## src/rtl/inst_fetch_unit.sv

```systemverilog
// inst_fetch_unit: instruction-ROM fetch initiator with a prefetch queue and valid/ready output to decode
// Ports:
//   clk, rst                      clock and synchronous active-high reset
//   rom_addr / rom_data           fetch address (registered PC) and same-cycle ROM word
//   redirect_valid / redirect_pc  execute-stage PC change; flushes the queue
//   inst_valid / inst_data / inst_pc / inst_ready  head of the queue handed to decode
module inst_fetch_unit #(
   parameter logic [31:0] RESET_PC    = 32'h0000_0000,
   parameter int          QUEUE_DEPTH = 2,
   parameter logic [31:0] NOP_INST    = 32'h0000_0013
) (
   input  logic        clk,
   input  logic        rst,
   output logic [31:0] rom_addr,
   input  logic [31:0] rom_data,
   input  logic        redirect_valid,
   input  logic [31:0] redirect_pc,
   output logic        inst_valid,
   output logic [31:0] inst_data,
   output logic [31:0] inst_pc,
   input  logic        inst_ready
);
   localparam int AW = $clog2(QUEUE_DEPTH);
   localparam int CW = AW + 1;
   logic [31:0]   fetch_pc;
   logic [31:0]   pc_q   [QUEUE_DEPTH];
   logic [31:0]   data_q [QUEUE_DEPTH];
   logic [AW-1:0] head, tail;
   logic [CW-1:0] count;
   logic          pop, push, full;
   assign full       = count == CW'(QUEUE_DEPTH);
   assign inst_valid = count != '0;
   assign pop        = inst_valid & inst_ready;
   // a pop frees a slot in the same cycle, so a full queue still streams 1/cycle
   assign push       = !rst & !redirect_valid & (!full | pop);
   assign rom_addr   = fetch_pc;
   assign inst_data  = inst_valid ? data_q[head] : NOP_INST;
   assign inst_pc    = inst_valid ? pc_q[head] : '0;
   always_ff @(posedge clk) begin
      if (rst) begin
         fetch_pc <= RESET_PC;
         head     <= '0;
         tail     <= '0;
         count    <= '0;
      end else if (redirect_valid) begin
         fetch_pc <= {redirect_pc[31:2], 2'b00};
         head     <= '0;
         tail     <= '0;
         count    <= '0;
      end else begin
         if (push) begin
            tail     <= tail + AW'(1);
            fetch_pc <= fetch_pc + 32'd4;
         end
         if (pop) head <= head + AW'(1);
         count <= count + CW'(push) - CW'(pop);
      end
   end
   // storage needs no reset: entries are only visible while count covers them
   always_ff @(posedge clk) begin
      if (push) begin
         pc_q[tail]   <= fetch_pc;
         data_q[tail] <= rom_data;
      end
   end
endmodule

```

## config.mk

```make
export PLATFORM = sky130hd
export DESIGN_NAME = inst_fetch_unit
export DESIGN_NICKNAME = d
export VERILOG_FILES = /design/src/rtl/inst_fetch_unit.sv
export SDC_FILE = /design/constraint.sdc
export NUM_CORES = 1
export LEC_CHECK = 0
export CORE_MARGIN = 2
export CORE_UTILIZATION = 50
export DETAILED_ROUTE_END_ITERATION = 8
export PLACE_DENSITY = 0.81
export SYNTH_ARGS = -nofsm -noshare
export SYNTH_HDL_FRONTEND = slang
export SYNTH_SLANG_ARGS = --single-unit
```

## constraint.sdc

```tcl
create_clock -name clk -period 6.6 [get_ports clk]
set_clock_uncertainty 0.1 [all_clocks]
set_input_delay 1.98 -clock clk [delete_from_list [all_inputs] [get_ports clk]]
set_output_delay 1.98 -clock clk [all_outputs]
set_load 0.02 [all_outputs]
```

### After elaboration in Yosys (flattened, before gate mapping)

Memories as Yosys holds them, arrays and structs flattened. A register that Yosys moved wholly into a read port is not among the register bits.
Cells that the tools add are included.
W data, S select, Z words.

| storage, ports and cells | value |
|---|---|
| register bits after elaboration | 36 |
| bits in writable memories | 128 |
| input bits | 68 |
| output and inout port bits | 97 |
| memories | 2 |

| cells by class | value |
|---|---|
| $add $sub $neg | 5 |
| eq/ne operators | 1 |
| multiplexer cells | 10 |
| bitwise logic cells | 4 |
| reductions and logical operators | 6 |

Memories:

| memory | words | bits a word | rd ports | clocked after memory_dff | write ports | RTL line | text |
|---|---|---|---|---|---|---|---|
| data_q | 2 | 32 | 1 | 1 | 1 | 27 | `logic [31:0] data_q [QUEUE_DEPTH];` |
| pc_q | 2 | 32 | 1 | 1 | 1 | 26 | `logic [31:0] pc_q [QUEUE_DEPTH];` |

Operator list:

| cell | number |
|---|---|
| $mux W32 | 4 |
| $add A32 B3 Y32 const B | 1 |
| $mux W1 | 6 |
| $reduce_bool A2 Y1 | 2 |
| $and A1 B1 Y1 | 3 |
| $logic_not A1 Y1 | 3 |
| $add A1 B1 Y1 const B | 2 |
| $add A2 B1 Y2 | 1 |
| $eq A2 B2 Y1 const B | 1 |
| $reduce_or A2 Y1 | 1 |
| $sub A2 B1 Y2 | 1 |
| $or A1 B1 Y1 | 1 |

### Depth between registers and ports, before layout

Gate-level depths: netlist of the first run.

| depth | value |
|---|---|
| depth after elaboration | 6 |
| depth in mapped cells | 9 |
| depth with buffers taken out | 9 |

### Worst setup path before layout of the first run

OpenSTA, ideal clock, no wires.

| path | value |
|---|---|
| path kind | input-to-reg |
| start | input redirect_valid |
| end | memory data_q[0][0], enable pin |
| arrival time | 5.123 ns |
| data required time | 6.018 ns |
| setup slack | 0.895 ns |
| stages | 4 |
| cells stage by stage | clkbuf_1 -> nor2_1 -> nand2_1 -> nor2_1 |

| between the ends | value |
|---|---|
| cells in the longest elaborated chain, start to end | 5 |

RTL lines:

| what | RTL line | text |
|---|---|---|
| start, declared | 16 | `input logic redirect_valid,` |
| $logic_not A1 Y1 | 35 | `assign push = !rst & !redirect_valid & (!full \| pop);` |
| $and A1 B1 Y1 (2 in series) | 35 |  |
| $mux W1 | 61 | `if (push) begin` |
| $mux W1 (implied by the code) | 63 | `data_q[tail] <= rom_data;` |
| end, declared | 27 |  |

Every way passes these cells.

### Final worst setup path of the first run

| path | value |
|---|---|
| start | register count[0] |
| end | output inst_data[0] |

| between the ends | value |
|---|---|
| cells in the longest elaborated chain, start to end | 2 |

RTL lines:

| what | RTL line | text |
|---|---|---|
| start, declared | 29 | `logic [CW-1:0] count;` |
| start signal, assigned | 56 | `count <= count + CW'(push) - CW'(pop);` |
| $reduce_bool A2 Y1 | 32 | `assign inst_valid = count != '0;` |
| $mux W32 | 37 | `assign inst_data = inst_valid ? data_q[head] : NOP_INST;` |
| end, declared | 19 | `output logic [31:0] inst_data,` |

Every way passes these cells.

==> results of run 1 <==
[cells in the mapped netlist (5+ instances only)]
library cell,n
a211oi_1,10
a311oi_1,10
and3_1,7
and4_1,5
buf_1,9
clkbuf_1,24
dfxtp_1,35
edfxtp_1,124
inv_1,8
mux2i_1,62
nand2_1,24
nand3_1,14
nand4_1,10
nor2_1,85
nor3_1,9
nor4_1,9
o21ai_0,8
o31ai_1,7
or3_1,6
or4_1,11
xnor2_1,10
[path summary, 6_finish.rpt]
kind | from | endpoint | slack (ns) | cells past startpoint
hold reg to reg | head$_SDFFE_PN0N_ | head$_SDFFE_PN0N_ | 0.42 | 2
setup / recovery | count[0]$_SDFF_PN0_ | inst_data[0] | 1.85 | 5
hold / removal | head$_SDFFE_PN0N_ | head$_SDFFE_PN0N_ | 0.42 | 2
setup reg to reg | count[0]$_SDFF_PN0_ | count[1]$_SDFF_PN0_ | 3.70 | 10
[power groups by stage]
stage	clock network (mW)	logic (mW)	registers, mW
global route	1.03	0.249	1.17
CTS	0.988	0.234	1.16
floorplan	0	0.102	1.19
finish	0.982	0.233	1.16
detailed placement	0	0.233	1.18
global placement	0	0.227	1.18
[cells in the final DEF, fill, tap and decap left out, types with 9 or more instances in the layout]
master and count:
nand4_1 10, a211oi_1 10, nor2_1 83, nand2_1 24
clkdlybuf4s50_1 158, nor3_1 9, edfxtp_1 124, xnor2_1 10
mux2i_1 62, clkbuf_16 17, or4_1 11, nor4_1 9
dfxtp_1 34, nand3_1 14, a311oi_1 10
[critical path: stages, from the launching register on]
cell and delay [ns]:
dfxtp_1 0.36, nor2_4 0.39, buf_4 0.49, inv_1 0.24, nand2_1 0.12, clkdlybuf4s50_1 0.63
[final cells by class]
cell class / count / area share
timing repair buffer: 166 / 0.1806
clock inverter: 12 / 0.01776
clock buffer: 20 / 0.04805
inverter: 9 / 0.003717
tap: 176 / 0.02423
multi-input combinational: 329 / 0.2383
sequential: 159 / 0.4873
[sequential cells by signal, indices dropped and copies added (netlist names), named ones only]
register and cells:
data_q 64, pc_q 60, tail 1, count 2, rom_addr 30, head 1
[through the flow]
step	std cells	power, mW	util	hold WS (ns)	cell area [sq um]
6_report	871	2.379	0.6862	0.4184	9087
5_1_grt	871	2.451	0.6862	0.4524	9087
4_1_cts	871	2.386	0.6862	0.4198	9087
3_5_place_dp	839	1.417	0.6411	0.4014	8489
3_3_place_gp	839	1.408	0.6411	0.3962	8489
2_1_floorplan	535	1.288	-	0.3811	6766
[routing by layer]
metal  up-vias  routed length (microns)  share of wire  global-route usage
li1       2299                        -              -                   -
met3        20                     1187          0.076             0.04387
met1      2361                     6655           0.43              0.2887
met4         0                      159          0.010             0.05959
met5         -                        0              0                   0
met2       204                     7567           0.49              0.3580
[kinds of logic after synthesis]
kind of cell	after synthesis
buffers and inverters	47
flip-flops	159
XOR/XNOR	13
multiplexers	62
adder cells (fa/ha/maj)	3
AO/OA/AOI/OAI	51
other	1
AND/OR/NAND/NOR	196
==> results.md, run 1 <==
- Detailed-route wire length: 15.57 mm
- Internal power: 1.836 mW
- Setup crit start kind: register
- Drt initial violations: 418
- Final Hold Fails: 0
- Critical Path RT: 4.52 ns
- Leak: 2.936 nW
- Hold bufs inserted after CTS: 0
- CTS H-tree lvls: 4
- Die Footprint: 14460 sq um
- Adder-cell share of the synthesized area: 0.005557
- Initial Util: 0.5101
- Setup Fix Bufs, Post-CTS: 0
- Net switching power: 0.5429 mW
- Max Freq: 210.6 MHz
- Synthesized area: 6755 sq um
- Simple-gate share of the synthesized area: 0.1454
- Layout area overhead: 34.52%
- Multiplexer share of the synthesized area: 0.09187
- Register Area: 4428 sq um
- # Max-Cap Violations: 0
- Netlist cell types: 46
- Slew HR: 0.2846
- VDD IR-drop max: 0.1957 mV
- Clock network fraction of total power: 0.413
- Combinational share of power: 0.098
- DRC errors left: 0
- Status: finished, final reports clean
- Crit path max fanout: 43
- Largest family of logic cells by synthesized area: simple AND/OR/NAND/NOR gates
- Period utilization: 0.7195
- Fin crit period: 4.749 ns
- Most used flip-flop cell after synthesis: edfxtp_1
- Yosys top cell by area: edfxtp_1
- Max-slew violations: 0
- Share of layout cells above drive strength 1: 0.06331
- Post-Synth XOR/XNOR Area: 0.01685
- Clock tree buffer depth: 2
- Ys async rst share: 0
- Setup violators final: 0
- Quantity of gates resized following cts: 0
- Sink Count: 159
- Class of the worst hold path: reg2reg
- Largest net degree at the start of global routing: 63
- Number of port buffers: 158
- GR Overflow Total: 0
- Layout Nets: 753
- Area contributors post-synth: edfxtp_1, dfxtp_1, mux2i_1
- First-pass GRT wire length: 24.32 mm
- RSZ-0062 raised after global routing: no
- CP Capture Type: primary output
- Setup TNS Final: 0 ns
- Pwr per Cell Area: 261.8 nW/um^2
- Site Rows: 42
- Multi-input gate area: 2166 sq um
- Drt wl/cell: 17.87 microns
- PnR worst setup slack: 1.851 ns
- Root Buffer Master: clkbuf_16
- Yosys top cell area share: 0.5512
- N_diodes: 0
- Vias per cell: 5.607
- Worst-Margin Slew: 1.073 ns
- Critical path data arrival time: 2.67 ns
- Post-synthesis compound-gate area fraction: 0.05631
- DP Worst Slack: 1.593 ns
- Die Ht: 120.2 microns
- Vias in the first global route: 4779
- CTS tree: built
- Sw Share: 0.2282
- Synth warn: 0
- Initial antenna violation count: 0
- GRT Total Usage: 0.2148
- Synthesized flop and latch total: 159
- Avg Cell Area, Syn: 12.70 sq um
- Number of enable flip-flop cells after synthesis: 124
- # fillers: 983
- CTS Buf Count: 17
- Sequential Power Share: 0.489
- Number of routed nets with antenna violations: 0
- Routability congestion estimate: 0.8313
- Pre-Repair DR Iteration Count: 5
- Ports: 165
- CP Class: reg2out
- Routed via count: 4884
- Clock Latency Late Sink: 0.41 ns
- Die X: 120.2 microns
- Cells after Synth: 532
- Post-DP HPWL: 10.38 mm
- Core Region: 13240 sq um
- Clock transition at path regs: 0.06 ns
- Seq/Total Area, Yosys: 0.6549
No activity file was read; power rests on OpenSTA's default activity.
==> inputs of run 2 (changes only) <==
Settings changed: CORE_UTILIZATION 50 to 45, PLACE_DENSITY 0.81 to 0.77.
Clock period 6.6 ns to 4.04 ns, I/O delays scaled along.
==> results.md, run 2 (synthesized netlist as in run 1, its figures left out) <==
- Status: finished, final reports clean
- Routed via count: 4878
- Largest net degree at the start of global routing: 63
- Core Region: 14590 sq um
- Layout area overhead: 36.01%
- First-pass GRT wire length: 24.74 mm
- Placed instance count: 853
- Setup Fix Bufs, Post-CTS: 0
- Largest stage delay, worst path: 0.70 ns
- Setup violators final: 0
- Routability congestion estimate: 0.8608
- Final Hold Fails: 0
- Quantity of gates resized following cts: 0
- VDD IR-drop max: 0.2841 mV
- PnR worst setup slack: 0.4397 ns
- Setup TNS Final: 0 ns
- Slew HR: 0.5435
- Top delay family on crit path: buffers and inverters
- CP Capture Type: primary output
- Initial antenna violation count: 0
- CTS Buf Count: 17
- Drt initial violations: 338
- Layout Cells excl Fill: 885
- Reg2Reg Launch Point: rom_addr[3]$_SDFFE_PP0P_
- GRT Total Usage: 0.1974
- Clock Latency Late Sink: 0.42 ns
- N_diodes: 0
- Share of layout cells above drive strength 1: 0.07275
- Reg2reg path depth: 5
- Commonest non-fill, non-tap cell in the layout: clkdlybuf4s50_1
- Buf/Inv on CP: 2
- Drt wl/cell: 17.49 microns
- DRC errors left: 0
- Setup crit start kind: register
- Clock transition at path regs: 0.06 ns
- Pwr per Cell Area: 429.3 nW/um^2
- DP Worst Slack: 0.4519 ns
- Hold depth: 2
- Detailed-route wire length: 15.48 mm
- Site Rows: 44
- R2R setup slack: 1.42 ns
- Class of the worst hold path: reg2reg
- Ports: 165
- Post-layout util: 0.6298
- Critical path data arrival time: 2.29 ns
- Number of port buffers: 158
- Vias in the first global route: 4784
- CP Class: reg2out
- End of the worst register-to-register path: rom_addr[22]$_SDFFE_PP0P_
- CTS H-tree lvls: 4
- Number of flip-flops in the largest register: 64
- Post-DP HPWL: 10.30 mm
- Die X: 126.5 microns
- Max-slew violations: 0
- Min-delay src: head$_SDFFE_PN0N_
- Root Buffer Master: clkbuf_16
- Critical-path cell list: buf_4 > mux2i_1 > nor2_1 > clkdlybuf4s50_1
- Sink Count: 159
- Worst-Margin Slew: 0.6785 ns
- Cell Area, Placed: 8569 sq um
- Fin crit period: 3.600 ns
- Number of routed nets with antenna violations: 0
- Commonest cells after routing, fill and taps aside: clkdlybuf4s50_1, edfxtp_1, nor2_1, mux2i_1, dfxtp_1
- Biggest register: data_q
- # Max-Cap Violations: 0
- Period utilization: 0.8912
- Pre-Repair DR Iteration Count: 5
- RSZ-0062 raised after global routing: no
- Vias per cell: 5.512
- Final Hold Slack: 0.4221 ns
- Crit path max fanout: 31
- Clock tree buffer depth: 2
- Leak: 2.978 nW
- Die Ht: 126.5 microns
- Critical Path RT: 2.73 ns
- Total Power: 3.945 mW
- Initial Util: 0.4630
- Max Freq: 277.8 MHz
- Layout Nets: 759
- Die Footprint: 16010 sq um
- Hold bufs inserted after CTS: 0
- Slowest cell on the critical path: dfxtp_4
- Design Area, Final: 9188 sq um
- GR Overflow Total: 0
- CTS tree: built
==> run 2: worst max path at each step <==
stage,startpoint,end,depth (start not counted)
after floorplan,redirect_valid,data_q[0][0]$_DFFE_PP_,4
after global placement,redirect_valid,rom_addr[27]$_SDFFE_PP0P_,6
after detailed placement,redirect_valid,rom_addr[27]$_SDFFE_PP0P_,6
after CTS,register,inst_pc[4],4
after global routing,register,inst_pc[4],4
final,register,inst_pc[4],4
==> run 2: where the power goes <==
| group | internal, mW | switching [mW] | total (mW) |
|---|---|---|---|
| sequential | 1.84 | 0.0639 | 1.90 |
| combinational | 0.190 | 0.197 | 0.386 |
| clock | 1.03 | 0.629 | 1.66 |
==> run 2: worst register-to-register path, cell delays in order (launching register included) <==
cell	delay [ns]
dfxtp_1	0.49
ha_1	0.26
nand3_2	0.16
or4_1	0.68
or4_1	0.52
a311oi_1	0.31
==> run 2: final cells by class <==
| class | instances | area [sq um] |
|---|---|---|
| fill | 1104 | 5401 |
| sequential | 159 | 4428 |
| multi-input combinational | 329 | 2166 |
| timing repair buffer | 172 | 1712 |
| clock buffer | 17 | 425.4 |
| tap | 184 | 230.2 |
| clock inverter | 15 | 192.7 |
| inverter | 9 | 33.78 |
==> run 2: metal layers <==
metal / global-route usage / wire [microns]
met1: 0.2607 / 6570
met2: 0.3243 / 7682
met3: 0.04344 / 1045
met5: 0 / 0
met4: 0.06787 / 181
==> inputs of run 3 (changes only) <==
Settings changed: CORE_MARGIN 2 to default.
==> results.md, run 3 (synthesized netlist as in run 1, its figures left out) <==
- Root Buffer Master: clkbuf_16
- Site Rows: 44
- CP Capture Type: primary output
- WL met2: 7.527 mm
- Number of flip-flops in the largest register: 64
- CTS Buf Count: 17
- Period utilization: 0.8853
- Max Freq: 279.6 MHz
- Met1 wire length: 6.868 mm
- Fin crit period: 3.577 ns
- Routed via count: 4896
- Largest net degree at the start of global routing: 59
- Sw Share: 0.2153
- # Max-Cap Violations: 0
- Setup crit start kind: register
- Vias in the first global route: 4927
- Commonest non-fill, non-tap cell in the layout: clkdlybuf4s50_1
- First-pass GRT wire length: 25.54 mm
- Biggest register: data_q
- CP Class: reg2out
- Setup Fix Bufs, Post-CTS: 0
- Core Region: 14590 sq um
- Setup TNS Final: 0 ns
- PnR worst setup slack: 0.4632 ns
- Critical Path RT: 2.73 ns
- Top routing layer used: met4
- Routability congestion estimate: 0.8581
- Post-layout util: 0.6302
- Sink Count: 159
- Die X: 124.5 microns
- CTS tree: built
- Met3 WL post-DR: 1.073 mm
- Worst-Margin Slew: 0.7196 ns
- Clock Latency Late Sink: 0.42 ns
- Min-delay src: head$_SDFFE_PN0N_
- Clock tree buffer depth: 2
- R2R setup slack: 1.43 ns
- Die Footprint: 15510 sq um
- Total Power: 3.980 mW
- Vias per cell: 5.545
- Final Hold Fails: 0
- Hold bufs inserted after CTS: 0
- Detailed-route wire length: 15.80 mm
- Internal power: 3.123 mW
- Initial antenna violation count: 0
- Status: finished, final reports clean
- Hold depth: 2
- Clock network fraction of total power: 0.425
- Leak: 2.988 nW
- Drt wl/cell: 17.89 microns
- Number of port buffers: 158
- Die Ht: 124.5 microns
- GR Overflow Total: 0
- Slew HR: 0.5192
- Max-slew violations: 0
- Ports: 165
- Commonest cells after routing, fill and taps aside: clkdlybuf4s50_1, edfxtp_1, nor2_1, mux2i_1, dfxtp_1
- Critical path data arrival time: 2.26 ns
- Reg2reg path depth: 5
- Post-DP HPWL: 10.42 mm
- VDD IR-drop max: 0.2931 mV
- Number of routed nets with antenna violations: 0
- Class of the worst hold path: reg2reg
- Share of layout cells above drive strength 1: 0.06295
- Drt initial violations: 466
- DP Worst Slack: 0.3076 ns
- Setup violators final: 0
- Layout area overhead: 36.10%
- Net switching power: 0.8570 mW
- RSZ-0062 raised after global routing: no
- Initial Util: 0.4630
- Reg2Reg Launch Point: rom_addr[2]$_SDFFE_PP0P_
- Sequential Power Share: 0.477
- Layout Nets: 757
- End of the worst register-to-register path: rom_addr[26]$_SDFFE_PP0P_
- GRT Total Usage: 0.2108
- Pre-Repair DR Iteration Count: 5
- DRC errors left: 0
- Crit path max fanout: 20
- CTS H-tree lvls: 4
- Quantity of gates resized following cts: 0
- N_diodes: 0
- Combinational share of power: 0.098
- Clock transition at path regs: 0.06 ns
- Pwr per Cell Area: 432.9 nW/um^2
==> run 3: cell count changes in the layout (fill, tap and decap cells not counted), sizes merged <==
cell,before,now
inv,10,8
clkbuf,17,26
clkinvlp,5,0
clkinv,5,3
buf,14,12
==> run 3: worst max-delay path by stage <==
stage                                      to  slack [ns]
floorplan              data_q[0][0]$_DFFE_PP_        0.14
global placement    rom_addr[17]$_SDFFE_PP0P_        0.36
detailed placement  rom_addr[17]$_SDFFE_PP0P_        0.31
CTS                                inst_pc[3]        0.41
global route                       inst_pc[6]        0.31
finish                             inst_pc[3]        0.46
==> run 3: layout make-up <==
type,instances,area (sq um)
Multi-Input combinational cell,329,2166
Inverter,9,33.78
Clock buffer,26,499.2
Clock inverter,6,127.6
Fill cell,1106,5395
Tap cell,184,230.2
Timing Repair Buffer,170,1709
Sequential cell,159,4428
==> run 3: worst max-delay path, cell delays in order, from the launching register on <==
cell and delay (ns):
dfxtp_4 0.58, buf_4 0.39, mux2i_1 0.13, nor2_1 0.12, clkdlybuf4s50_1 0.61
==> run 3: power groups by stage <==
stage	clock network (mW)	registers, mW	logic (mW)
3_3_place_gp	0	1.92	0.383
4_1_cts	1.71	1.90	0.394
3_5_place_dp	0	1.93	0.391
5_1_grt	1.78	1.90	0.420
2_1_floorplan	0	1.94	0.166
6_report	1.69	1.90	0.392
==> run 3: metal layers <==
layer  up-vias  GRT usage
li1       2306          -
met1      2334     0.2690
met2       227     0.3409
met3        29    0.04897
met4         0    0.09568
met5         -          0
==> run 3: metrics by stage <==
stage          instances  cell area [sq um]  hold WS [ns]
6_report             883               9194        0.4239
5_1_grt              883               9194        0.4442
4_1_cts              883               9194        0.4236
3_5_place_dp         851               8567        0.4054
3_3_place_gp         851               8567        0.3972
2_1_floorplan        535               6769        0.3811
==> variant, RTL diff (config.mk and constraints of run 2) <==
The parameter `QUEUE_DEPTH` goes from 2 to 4.
--- a/src/rtl/inst_fetch_unit.sv
+++ b/src/rtl/inst_fetch_unit.sv
@@ -6,7 +6,7 @@
 //   inst_valid / inst_data / inst_pc / inst_ready  head of the queue handed to decode
 module inst_fetch_unit #(
    parameter logic [31:0] RESET_PC    = 32'h0000_0000,
-   parameter int          QUEUE_DEPTH = 2,
+   parameter int          QUEUE_DEPTH = 4,
    parameter logic [31:0] NOP_INST    = 32'h0000_0013
 ) (
    input  logic        clk,
Function: changed (Yosys sat finds a counterexample within 4 cycles, from zero or initial values and one cycle with rst high).
==> variant against run 2 <==
Fmax is 7.4% lower. Cell area rose by 60%. Sequential cell count rose by 128. Area after synthesis rose by 73%. Highest routed layer unchanged. Combinational power is 46% higher. Global-route usage fell by 1.3 points. Hold slack lost 0.025 ns. Largest power group unchanged. Die area grew 70%. Worst setup slack lost 0.29 ns. Total power rose by 69%. Via count increased by 37%. Routed wire length is 61% higher. Sequential share of layout area is 7.8 points higher.
==> variant: results (changes against run 2) <==
metric,value,unit,change
status,"finished, final reports clean",,
CP Max Fanout,30,,-3.2%
DR WL/cell,20.8,um,+19%
via count,6676,,+37%
RR Endpoint,count[2],,
Bufs on Longest Clock Path,3,,+1
Synth area leaders,"edfxtp_1 64%, mux4_2 12%, dfxtp_1 6.7%, and2_1 3.3%, nor2_1 1.4%",,
DP HPWL,15.1,mm,+46%
antenna violations before repair,0,,unchanged
fill count,1900,,+72%
DP Area,0.0137,sq mm,+59%
Total GRT Usage,18.4,%,-1.3 points
CTS H-Tree Depth,1,,-3
Layout Cells excl Fill,1199,,+35%
Rel. slew slack,32.3,%,-22 points
first-pass GRT wire length,38.3,mm,+55%
Cells after Synth,679,,+28%
Synth top cells by count,"248 x edfxtp_1, 62 x mux4_2, 61 x and2_1",,
worst skew pair latency,0.54,ns,+0.12 ns
layout cells sized above 1,16.2,%,+9.0 points
# rows,58,,+32%
Yosys top cell area share,63.8,%,+8.7 points
antenna cells,0,,unchanged
flop2flop setup slack,1.26,ns,-0.16 ns
CTS buffer count,30,,+13
crit path DAT,2.58,ns,+0.29 ns
leakage,4.68,nW,+57%
fraction of registers with async set/reset,0,%,unchanged
Min-Delay Path Class,flop to flop,,
RR Startpoint,count[1],,
worst reg-to-reg path cell count,12,,+7
worst ir drop on vdd,0.000266,V,-6.5%
vias in the first global route,6815,,+42%
register area share after synthesis,70.5,%,+5.0 points
post-synth cell types,48,,+4.3%
max reg flops,128,,+100%
startpoint of the worst hold path,tail[1],,
Nets,922,,+21%
Post-synth EDFFs,248,,+100%
hold_ws,0.397,ns,-0.0255 ns
GPL Wtd Cong,0.832,,-3.3%
dpl cells,1143,,+34%
DP Worst Slack,0.195,ns,-0.257 ns
1st-iter DRT viols,563,,+67%
variant: cell types whose count changed after synthesis, sizes merged, moves of 5 or more:
cell / before / now
and2: 4 / 61
nor2: 85 / 43
nor2b: 0 / 8
edfxtp: 124 / 248
o21ai: 8 / 3
a2111oi: 3 / 9
xnor2: 10 / 4
mux4: 0 / 62
mux2i: 62 / 0
o41a: 0 / 8
a211oi: 10 / 5
nor3: 9 / 4
variant: stage by stage:
step / util [%] / power, mW
after floorplan: - / 3.70
after global placement: 54.0 / 3.99
after detailed placement: 54.0 / 4.01
after CTS: 58.0 / 6.75
after global routing: 58.1 / 6.92
final: 58.1 / 6.68
variant: cell families (layout without fill, tap and decap cells):
| group | count (synthesis) | in the layout | share of synthesized area [%] |
|---|---|---|---|
| fa+ha+maj | 8 | 8 | 0.922 |
| other cells | 1 | 4 | 0.0321 |
| flops | 287 | 287 | 70.5 |
| buf+inv | 54 | 241 | 2.21 |
| compound gates | 53 | 53 | 3.75 |
| mux | 62 | 62 | 12.0 |
| xor+xnor | 10 | 10 | 0.751 |
| simple gates | 204 | 204 | 9.84 |
variant: how the worst max path moves through the flow:
stage | start | endpoint | slack (ns) | cells after the start
2_1_floorplan | inst_ready | data_q[0][0] | 0.23 | 4
3_3_place_gp | rst | rom_addr[29] | 0.33 | 5
3_5_place_dp | rst | rom_addr[31] | 0.19 | 5
4_1_cts | count[1] | inst_pc[13] | 0.02 | 5
5_1_grt | flop | inst_data[1] | 0.04 | 4
6_report | flop | inst_data[1] | 0.15 | 4
variant: per-layer routing:
layer	track usage, %	wire [um]	vias up	part of all wire, %
li1	-	-	3035	-
met1	25.8	10500	3320	42
met2	29.9	12100	276	49
met3	3.19	1790	45	7.2
met4	5.06	472	0	1.9
met5	0	0	-	0
variant: final cells by class:
class	instances	area, sq um	area share (%)
Sequential cell	287	8240	56.0
Timing Repair Buffer	175	1780	12.1
Tap cell	330	413	2.81
Inverter	11	41.3	0.281
Clock buffer	45	931	6.33
Clock inverter	10	82.6	0.562
Multi-Input combinational cell	341	3220	21.9
variant: critical path, cell delays in order (launching register included):
cell and delay [ns]:
dfxtp_4 0.59, buf_12 0.27, mux4_2 0.32, or2_2 0.30
clkdlybuf4s50_1 0.54
variant: where the power goes:
| part | internal, mW | leakage [nW] | switching (mW) |
|---|---|---|---|
| logic | 0.280 | 1.59 | 0.284 |
| clock network | 1.65 | 0.494 | 1.09 |
| registers | 3.30 | 2.60 | 0.0717 |
| total | 5.24 | 4.68 | 1.45 |
variant: timing repair:
item | in CTS | in global routing
pin swaps | 0 | 0
resized for setup | 0 | 1
hold buffers | 0 | 0
buffers inserted | 1 | 0
endpoints found under the setup margin | 12 | 40
